==> config.mk <==
export PLATFORM = sky130hd
export DESIGN_NAME = mem_lsu
export DESIGN_NICKNAME = d
export VERILOG_FILES = /design/src/rtl/mem_pkg.sv /design/src/rtl/mem_align.sv /design/src/rtl/mem_lsu.sv
export SDC_FILE = /design/constraint.sdc
export NUM_CORES = 1
export LEC_CHECK = 0
export CAP_MARGIN = 25
export CELL_PAD_IN_SITES_DETAIL_PLACEMENT = 0
export CELL_PAD_IN_SITES_GLOBAL_PLACEMENT = 1
export CORE_MARGIN = 1
export CORE_UTILIZATION = 37
export CTS_CLUSTER_DIAMETER = 100
export CTS_CLUSTER_SIZE = 20
export DETAILED_ROUTE_END_ITERATION = 7
export PLACE_DENSITY_LB_ADDON = 0.1
export SYNTH_ARGS = -nofsm -noshare
export SYNTH_HDL_FRONTEND = slang
export SYNTH_SLANG_ARGS = --single-unit
==> constraint.sdc <==
create_clock -name clk -period 2.3 [get_ports clk]
set_input_delay 0.575 -clock clk [delete_from_list [all_inputs] [get_ports clk]]
set_output_delay 0.575 -clock clk [all_outputs]
set_load 0.01 [all_outputs]
==> src/rtl/mem_pkg.sv <==
// Shared definitions for the memory-access stage: funct3 encodings, FSM states, M/WB payload.
package mem_pkg;

  localparam int unsigned XLEN = 32;

  localparam logic [2:0] F3_LB  = 3'b000;
  localparam logic [2:0] F3_LH  = 3'b001;
  localparam logic [2:0] F3_LW  = 3'b010;
  localparam logic [2:0] F3_LBU = 3'b100;
  localparam logic [2:0] F3_LHU = 3'b101;
  localparam logic [2:0] F3_SB  = 3'b000;
  localparam logic [2:0] F3_SH  = 3'b001;
  localparam logic [2:0] F3_SW  = 3'b010;

  localparam logic [0:0] IDLE = 1'b0;
  localparam logic [0:0] BUS  = 1'b1;

  typedef struct packed {
    logic            valid;
    logic            reg_wr;
    logic [4:0]      reg_wnum;
    logic            mem_load;
    logic [XLEN-1:0] mem_dat;
    logic [XLEN-1:0] aluresult;
    logic [XLEN-1:0] data_out;
  } wb_payload_t;

  // Half-word needs addr[0]==0, word needs addr[1:0]==0; undefined sizes count as word.
  function automatic logic is_misaligned(input logic [2:0] f3, input logic [1:0] lane);
    case (f3[1:0])
      2'b00:   is_misaligned = 1'b0;
      2'b01:   is_misaligned = lane[0];
      default: is_misaligned = (lane != 2'b00);
    endcase
  endfunction

endpackage

==> src/rtl/mem_align.sv <==
// Combinational load extraction/extension and store byte-enable/data replication.
module mem_align
  import mem_pkg::*;
(
  input  logic [2:0]      funct3_i,
  input  logic [1:0]      lane_i,
  input  logic [XLEN-1:0] store_data_i,
  input  logic [XLEN-1:0] load_data_i,
  output logic [XLEN-1:0] load_ext_o,
  output logic [3:0]      sel_o,
  output logic [XLEN-1:0] store_dat_o
);

  logic [7:0]  byte_c;
  logic [15:0] half_c;

  always_comb begin
    case (lane_i)
      2'd0:    byte_c = load_data_i[7:0];
      2'd1:    byte_c = load_data_i[15:8];
      2'd2:    byte_c = load_data_i[23:16];
      default: byte_c = load_data_i[31:24];
    endcase
    half_c = lane_i[1] ? load_data_i[31:16] : load_data_i[15:0];
  end

  // funct3[2] selects zero extension; sizes other than byte/half fall back to word.
  always_comb begin
    load_ext_o  = load_data_i;
    sel_o       = 4'b1111;
    store_dat_o = store_data_i;
    case (funct3_i[1:0])
      2'b00: begin
        load_ext_o  = funct3_i[2] ? {{(XLEN-8){1'b0}}, byte_c} : {{(XLEN-8){byte_c[7]}}, byte_c};
        sel_o       = 4'b0001 << lane_i;
        store_dat_o = {4{store_data_i[7:0]}};
      end
      2'b01: begin
        load_ext_o  = funct3_i[2] ? {{(XLEN-16){1'b0}}, half_c} : {{(XLEN-16){half_c[15]}}, half_c};
        sel_o       = 4'b0011 << {lane_i[1], 1'b0};
        store_dat_o = {2{store_data_i[15:0]}};
      end
      default: ;
    endcase
  end

endmodule

==> src/rtl/mem_lsu.sv <==
// rv32 memory-access stage: pass-through for ALU ops, single Wishbone-classic cycle per load/store.
// Optional MEM_MISALIGN_EN: trap misaligned half/word accesses instead of issuing them.
module mem_lsu #(
  parameter int unsigned XLEN = 32
) (
  input  logic            clk,
  input  logic            rst_n,
  input  logic            ex_valid,
  output logic            ex_ready,
  input  logic [XLEN-1:0] ex_aluresult,
  input  logic [XLEN-1:0] ex_store_data,
  input  logic [XLEN-1:0] ex_data_out,
  input  logic            ex_mem_load,
  input  logic            ex_mem_store,
  input  logic [2:0]      ex_funct3,
  input  logic            ex_reg_wr,
  input  logic [4:0]      ex_reg_wnum,
  output logic            wb_valid,
  output logic            wb_reg_wr,
  output logic [4:0]      wb_reg_wnum,
  output logic            wb_mem_load,
  output logic [XLEN-1:0] wb_mem_dat_i_w,
  output logic [XLEN-1:0] wb_aluresult,
  output logic [XLEN-1:0] wb_data_out,
  output logic            dbus_cyc_o,
  output logic            dbus_stb_o,
  output logic            dbus_we_o,
  output logic [XLEN-1:0] dbus_adr_o,
  output logic [XLEN-1:0] dbus_dat_o,
  output logic [3:0]      dbus_sel_o,
  input  logic [XLEN-1:0] dbus_dat_i,
  input  logic            dbus_ack_i,
  input  logic            dbus_err_i,
  output logic            bus_err_o,
  output logic            misalign_o
);
  import mem_pkg::*;

  logic [0:0]      state_q, state_d;
  wb_payload_t     wb_q, wb_d;
  logic            cyc_q, cyc_d, we_q, we_d;
  logic [XLEN-1:0] badr_q, badr_d, bdat_q, bdat_d;
  logic [3:0]      bsel_q, bsel_d;
  logic [XLEN-1:0] addr_q, addr_d, dout_q, dout_d;
  logic [2:0]      f3_q, f3_d;
  logic            ld_q, ld_d, rw_q, rw_d;
  logic [4:0]      wn_q, wn_d;
  logic            err_q, err_d, mis_q, mis_d;

  logic [2:0]      al_f3_c;
  logic [1:0]      al_lane_c;
  logic [XLEN-1:0] ld_ext_c, sdat_c;
  logic [3:0]      sel_c;
  logic            misalign_c;
  logic            is_mem_c;
  logic            bus_err_c;

`ifdef MEM_MISALIGN_EN
  assign misalign_c = is_misaligned(ex_funct3, ex_aluresult[1:0]);
`else
  assign misalign_c = 1'b0;
`endif

  assign is_mem_c  = ex_mem_load | ex_mem_store;
  assign bus_err_c = dbus_err_i;

  // One aligner serves both paths: store formatting at issue, load extraction while in BUS.
  assign al_f3_c   = (state_q == IDLE) ? ex_funct3 : f3_q;
  assign al_lane_c = (state_q == IDLE) ? ex_aluresult[1:0] : addr_q[1:0];

  mem_align u_align (
    .funct3_i     (al_f3_c),
    .lane_i       (al_lane_c),
    .store_data_i (ex_store_data),
    .load_data_i  (dbus_dat_i),
    .load_ext_o   (ld_ext_c),
    .sel_o        (sel_c),
    .store_dat_o  (sdat_c)
  );

  always_comb begin
    state_d     = state_q;
    wb_d        = wb_q;
    wb_d.valid  = 1'b0;
    wb_d.reg_wr = 1'b0;
    cyc_d       = cyc_q;
    we_d        = we_q;
    badr_d      = badr_q;
    bdat_d      = bdat_q;
    bsel_d      = bsel_q;
    addr_d      = addr_q;
    dout_d      = dout_q;
    f3_d        = f3_q;
    ld_d        = ld_q;
    rw_d        = rw_q;
    wn_d        = wn_q;
    err_d       = 1'b0;
    mis_d       = 1'b0;
    case (state_q)
      IDLE: begin
        if (ex_valid) begin
          if (!is_mem_c || misalign_c) begin
            wb_d.valid     = 1'b1;
            wb_d.reg_wr    = ex_reg_wr & ~is_mem_c;
            wb_d.reg_wnum  = ex_reg_wnum;
            wb_d.mem_load  = 1'b0;
            wb_d.mem_dat   = '0;
            wb_d.aluresult = ex_aluresult;
            wb_d.data_out  = ex_data_out;
            mis_d          = misalign_c;
          end else begin
            state_d = BUS;
            cyc_d   = 1'b1;
            we_d    = ex_mem_store;
            badr_d  = {ex_aluresult[XLEN-1:2], 2'b00};
            bsel_d  = sel_c;
            bdat_d  = ex_mem_store ? sdat_c : '0;
            addr_d  = ex_aluresult;
            dout_d  = ex_data_out;
            f3_d    = ex_funct3;
            ld_d    = ex_mem_load;
            rw_d    = ex_reg_wr;
            wn_d    = ex_reg_wnum;
          end
        end
      end
      BUS: begin
        // err wins over ack when both terminate the cycle together.
        if (dbus_ack_i || dbus_err_i) begin
          state_d        = IDLE;
          cyc_d          = 1'b0;
          we_d           = 1'b0;
          badr_d         = '0;
          bsel_d         = '0;
          bdat_d         = '0;
          wb_d.valid     = 1'b1;
          wb_d.reg_wr    = ld_q & rw_q & ~bus_err_c;
          wb_d.reg_wnum  = wn_q;
          wb_d.mem_load  = ld_q & ~bus_err_c;
          wb_d.mem_dat   = (ld_q && !bus_err_c) ? ld_ext_c : '0;
          wb_d.aluresult = addr_q;
          wb_d.data_out  = dout_q;
          err_d          = bus_err_c;
        end
      end
      default: state_d = IDLE;
    endcase
  end

  always_ff @(posedge clk or negedge rst_n) begin
    if (!rst_n) begin
      state_q <= IDLE;
      wb_q    <= '0;
      cyc_q   <= 1'b0;
      we_q    <= 1'b0;
      badr_q  <= '0;
      bdat_q  <= '0;
      bsel_q  <= '0;
      addr_q  <= '0;
      dout_q  <= '0;
      f3_q    <= '0;
      ld_q    <= 1'b0;
      rw_q    <= 1'b0;
      wn_q    <= '0;
      err_q   <= 1'b0;
      mis_q   <= 1'b0;
    end else begin
      state_q <= state_d;
      wb_q    <= wb_d;
      cyc_q   <= cyc_d;
      we_q    <= we_d;
      badr_q  <= badr_d;
      bdat_q  <= bdat_d;
      bsel_q  <= bsel_d;
      addr_q  <= addr_d;
      dout_q  <= dout_d;
      f3_q    <= f3_d;
      ld_q    <= ld_d;
      rw_q    <= rw_d;
      wn_q    <= wn_d;
      err_q   <= err_d;
      mis_q   <= mis_d;
    end
  end

  assign ex_ready       = (state_q == IDLE);
  assign wb_valid       = wb_q.valid;
  assign wb_reg_wr      = wb_q.reg_wr;
  assign wb_reg_wnum    = wb_q.reg_wnum;
  assign wb_mem_load    = wb_q.mem_load;
  assign wb_mem_dat_i_w = wb_q.mem_dat;
  assign wb_aluresult   = wb_q.aluresult;
  assign wb_data_out    = wb_q.data_out;
  assign dbus_cyc_o     = cyc_q;
  assign dbus_stb_o     = cyc_q;
  assign dbus_we_o      = we_q;
  assign dbus_adr_o     = badr_q;
  assign dbus_dat_o     = bdat_q;
  assign dbus_sel_o     = bsel_q;
  assign bus_err_o      = err_q;
  assign misalign_o     = mis_q;

endmodule

==> results of run 1 <==
-- logic make-up (layout without fill, tap and decap cells) --
family          after synthesis  in the layout
compound gates              236            236
buf+inv                      77            417
flops                       248            248
mux                          92             92
other cells                   1              6
simple gates                228            228
-- per-layer routing --
metal  track usage (%)  up-vias
met3              5.37       34
met1              30.7     4176
met2              32.1      257
li1                  -     3906
met5                 0        -
met4              4.39        0
-- state kept, by name (all words and copies together) (netlist names) --
register,count
dbus_we_o,1
dbus_sel_o,4
wb_mem_dat_i_w,32
dbus_cyc_o,1
dbus_adr_o,30
addr_q,32
dout_q,32
f3_q,3
wb_mem_load,1
dbus_dat_o,32
bus_err_o,1
state_q,1
rw_q,1
wb_valid,1
wn_q,5
wb_reg_wnum,5
wb_data_out,32
ld_q,1
wb_aluresult,32
wb_reg_wr,1
-- cell usage in the layout, fill, tap and decap left out, types with 2 or more instances in the layout --
cell	instances
buf_12	20
o2bb2ai_1	31
clkbuf_16	17
nor2_4	2
clkdlybuf4s50_1	316
a2bb2oi_1	18
a22o_1	41
mux2_2	73
nor2_1	37
nand3b_1	2
mux2i_1	18
o221ai_1	8
a22oi_1	69
o211ai_1	8
a221o_1	8
o21ai_0	4
nor3_1	2
nor3b_1	3
inv_1	5
a41oi_1	16
a32oi_1	7
dfrtp_1	248
a31oi_1	2
conb_1	3
nand2_1	167
a21o_1	5
diode_2	3
a21oi_1	6
and2_1	3
nand3_1	4
buf_4	56
-- cell type report --
type | count | share of cell area, %
flip-flops and latches | 248 | 41.0
repair buffers | 394 | 26.5
multi-input cells | 559 | 26.2
well taps | 378 | 3.13
clock buffers | 17 | 2.81
inverters | 5 | 0.124
clock inverters | 1 | 0.108
diodes | 3 | 0.0496
-- final timing paths --
kind / startpoint / endpoint / slack [ps] / depth (start not counted)
max: dbus_cyc_o / dbus_cyc_o / 210 / 1
max reg2reg: state_q / wb_mem_dat_i_w[3] / 440 / 6
max in group asynchronous: rst_n / wb_data_out[19] / 1540 / 2
min reg2reg: wn_q[4] / wb_reg_wnum[4] / 480 / 2
min: rst_n / wb_mem_dat_i_w[25] / -3 / 1
min in group clk: wn_q[4] / wb_reg_wnum[4] / 480 / 2
-- power by group --
part           leakage [nW]  switching (mW)  total, mW  internal [mW]
clock network         0.216            1.47       2.80           1.33
registers              3.11           0.503       5.72           5.22
logic                  3.26            1.66       3.77           2.10
-- per-stage QoR --
stage | worst slack (ps) | instance area, sq um | setup TNS (ps) | power (mW) | instances
2_1_floorplan | 419 | 10500 | 0 | 7.33 | 884
3_3_place_gp | 10.4 | 14700 | 0 | 9.55 | 1584
3_5_place_dp | -18.5 | 14700 | -101 | 9.60 | 1584
4_1_cts | 3.08 | 15100 | 0 | 12.4 | 1602
5_1_grt | 164 | 15100 | 0 | 13.0 | 1603
6_report | 208 | 15100 | 0 | 12.3 | 1605
-- timing repair --
action / in CTS / in global routing
endpoints found under the setup margin: 0 / 1
hold endpoints to repair: 0 / 0
gates resized for setup: 0 / 1
==> impl_metrics.csv, run 1 <==
group,metric,value,unit
place,final_weighted_congestion_in_routability_driven_placement,0.831,
die,io-pin-count,322,
timing,finalHoldWorstSlack,-3.26,ps
synthesis,post_synth_fa_ha_maj_area_fraction,0,%
synthesis,yosysUniqueCellTypes,49,
drt,met3WireLength,2.45,mm
die,initial_utilization,37.7,%
timing,min_period_over_period,90.9,%
timing,max_freq,478,MHz
place,place.detailed.hpwl,22.0,mm
global_route,grt_resource_usage_total,21.2,%
synthesis,post_synth_xor_xnor_area,0,%
worst_setup_path,endpoint_kind,"output pin",
synthesis,combinational_family_with_the_most_area_after_synthesis,"compound AO/OA/AOI/OAI gates",
timing,unrepaired_setup_endpoints_after_global_routing,"no",
clock_network,hold_fix_buffers_cts,0,
drt,drtAntennaViolNets,0,
timing,timing_max_transition_violations_final,0,
global_route,grt_first_pass_wirelength,48.3,mm
worst_setup_path,worst-endpoint-arrival,1520,ps
final_layout,fillCellCount,2425,
final_layout,areaGrowthSynthToFinish,44.0,%
synthesis,area_share_of_the_leading_cell_type_in_the_synthesized_netlist,59.1,%
worst_setup_path,crit_required,1730,ps
timing,finalCriticalPeriod,2090,ps
synthesis,synth_area,10500,sq um
timing,setup-violations-final,0,
pwr,worst_ir_drop_vdd,544,uV
synthesis,synthesis.instances,882,
worst_setup_path,path_buf_inv,1,
drt,top_layer_used,"met4",
final_layout,layout.nets,1368,
drt,drt-pass1-iter-count,5,
clock_network,post_cts_buffers,0,
drt,avgRoutedWirePerCell,19.3,um
final_layout,area.sequential,6210,sq um
timing,max_slew.worst_pin.slew,529,ps
die,die_area,29100,sq um
drt,wirelength_met1,14.1,mm
drt,dr_total_vias,8373,
drt,remaining_drc_errors,0,
drt,routed_via_density,5.22,
global_route,grt_start_max_net_pins,58,
worst_setup_path,crit_path_max_incr_delay,570,ps
run,max-cap-violations,0,
clock_network,clock-root-buffer,"clkbuf_16",
synthesis,synth_area_per_cell,11.9,sq um
synthesis,yosys_warnings,0,
synthesis,share_of_the_synthesized_area_in_compound_gates_ao_oa_aoi_oai,18.6,%
clock_network,cts.htree.levels,1,
die,die_height,170,um
worst_setup_path,timing.critical_path.max_delay_family,"buffers and inverters",
pwr,power_leakage,6.58,nW
worst_setup_path,cp_slowest_cell,"clkdlybuf4s50_1",
final_layout,post-route-util,54.3,%
final_layout,final_layout_size_suffix_gt1_share,14.9,%
synthesis,synthMostInstantiatedCell,"dfrtp_1",
final_layout,multi_input_area,3970,sq um
die,placementRows,61,
synthesis,post_synth_mux_area_share,9.64,%
synthesis,synthArstFlopShare,100,%
place,port_buffers,318,
drt,detail_route.wirelength,30.9,mm
hold_path,hold_path.class,"primary input to asynchronous set/reset pin",
worst_setup_path,criticalPathCategory,"register to output pin",
synthesis,synth_enable_flop_cells,0,
timing,relSlewSlack,64.8,%
synthesis,synth_top_flop_cell,"dfrtp_1",
worst_setup_path,crit_fanout,3,
synthesis,synth-seq-cells,248,
outcome,outcome,"finished with violations",
timing,worst_clock_skew,27.4,ps
synthesis,yosysTopAreaCell,"dfrtp_1",
global_route,grt_overflow_total,0,
clock_network,ctsLongestPathBuffers,3,
clock_network,cts_tree,"built",
worst_setup_path,timing.critical_path.cells,"clkdlybuf4s50_1",
synthesis,synth_seq_area_share,59.1,%
timing,timing_hold_violations_final,2,
clock_network,clock-sinks,248,
outcome,failed_checks,"hold timing",
drt,route.met2.wl,13.9,mm
global_route,antenna_found_initial,3,
synthesis,synth.top_cells.by_area,"dfrtp_1 59%, mux2_2 7.8%, nand2_1 6.0%",
synthesis,yosys-top-cells-count,"248 x dfrtp_1, 167 x nand2_1, 73 x mux2_2",
clock_network,cts-buffers-inserted,16,
die,core-area,27900,sq um
clock_network,clock_insertion_delay_worst_skew,500,ps
drt,drt_iter0_drc,455,
pwr,power.density,812,nW/um^2
global_route,via_count_of_the_first_global_routing_pass,8272,
synthesis,area_fraction_in_and_or_nand_and_nor_cells_after_synthesis,9.02,%
worst_setup_path,worstSetupStartpointType,"register",
clock_network,cts.reportedPaths.clkPinSlew,90,ps
die,floorplan.die.width,170,um
No activity file was read; power rests on OpenSTA's default activity.
==> inputs of run 2 (changes only) <==
--- a/config.mk
+++ b/config.mk
@@ -5,7 +5,7 @@
 export SDC_FILE = /design/constraint.sdc
 export NUM_CORES = 1
 export LEC_CHECK = 0
-export CAP_MARGIN = 25
+export CAP_MARGIN = 5
 export CELL_PAD_IN_SITES_DETAIL_PLACEMENT = 0
 export CELL_PAD_IN_SITES_GLOBAL_PLACEMENT = 1
 export CORE_MARGIN = 1
==> results of run 2 <==
Same layout as run 1: the final DEF is identical, and so are final timing and power.
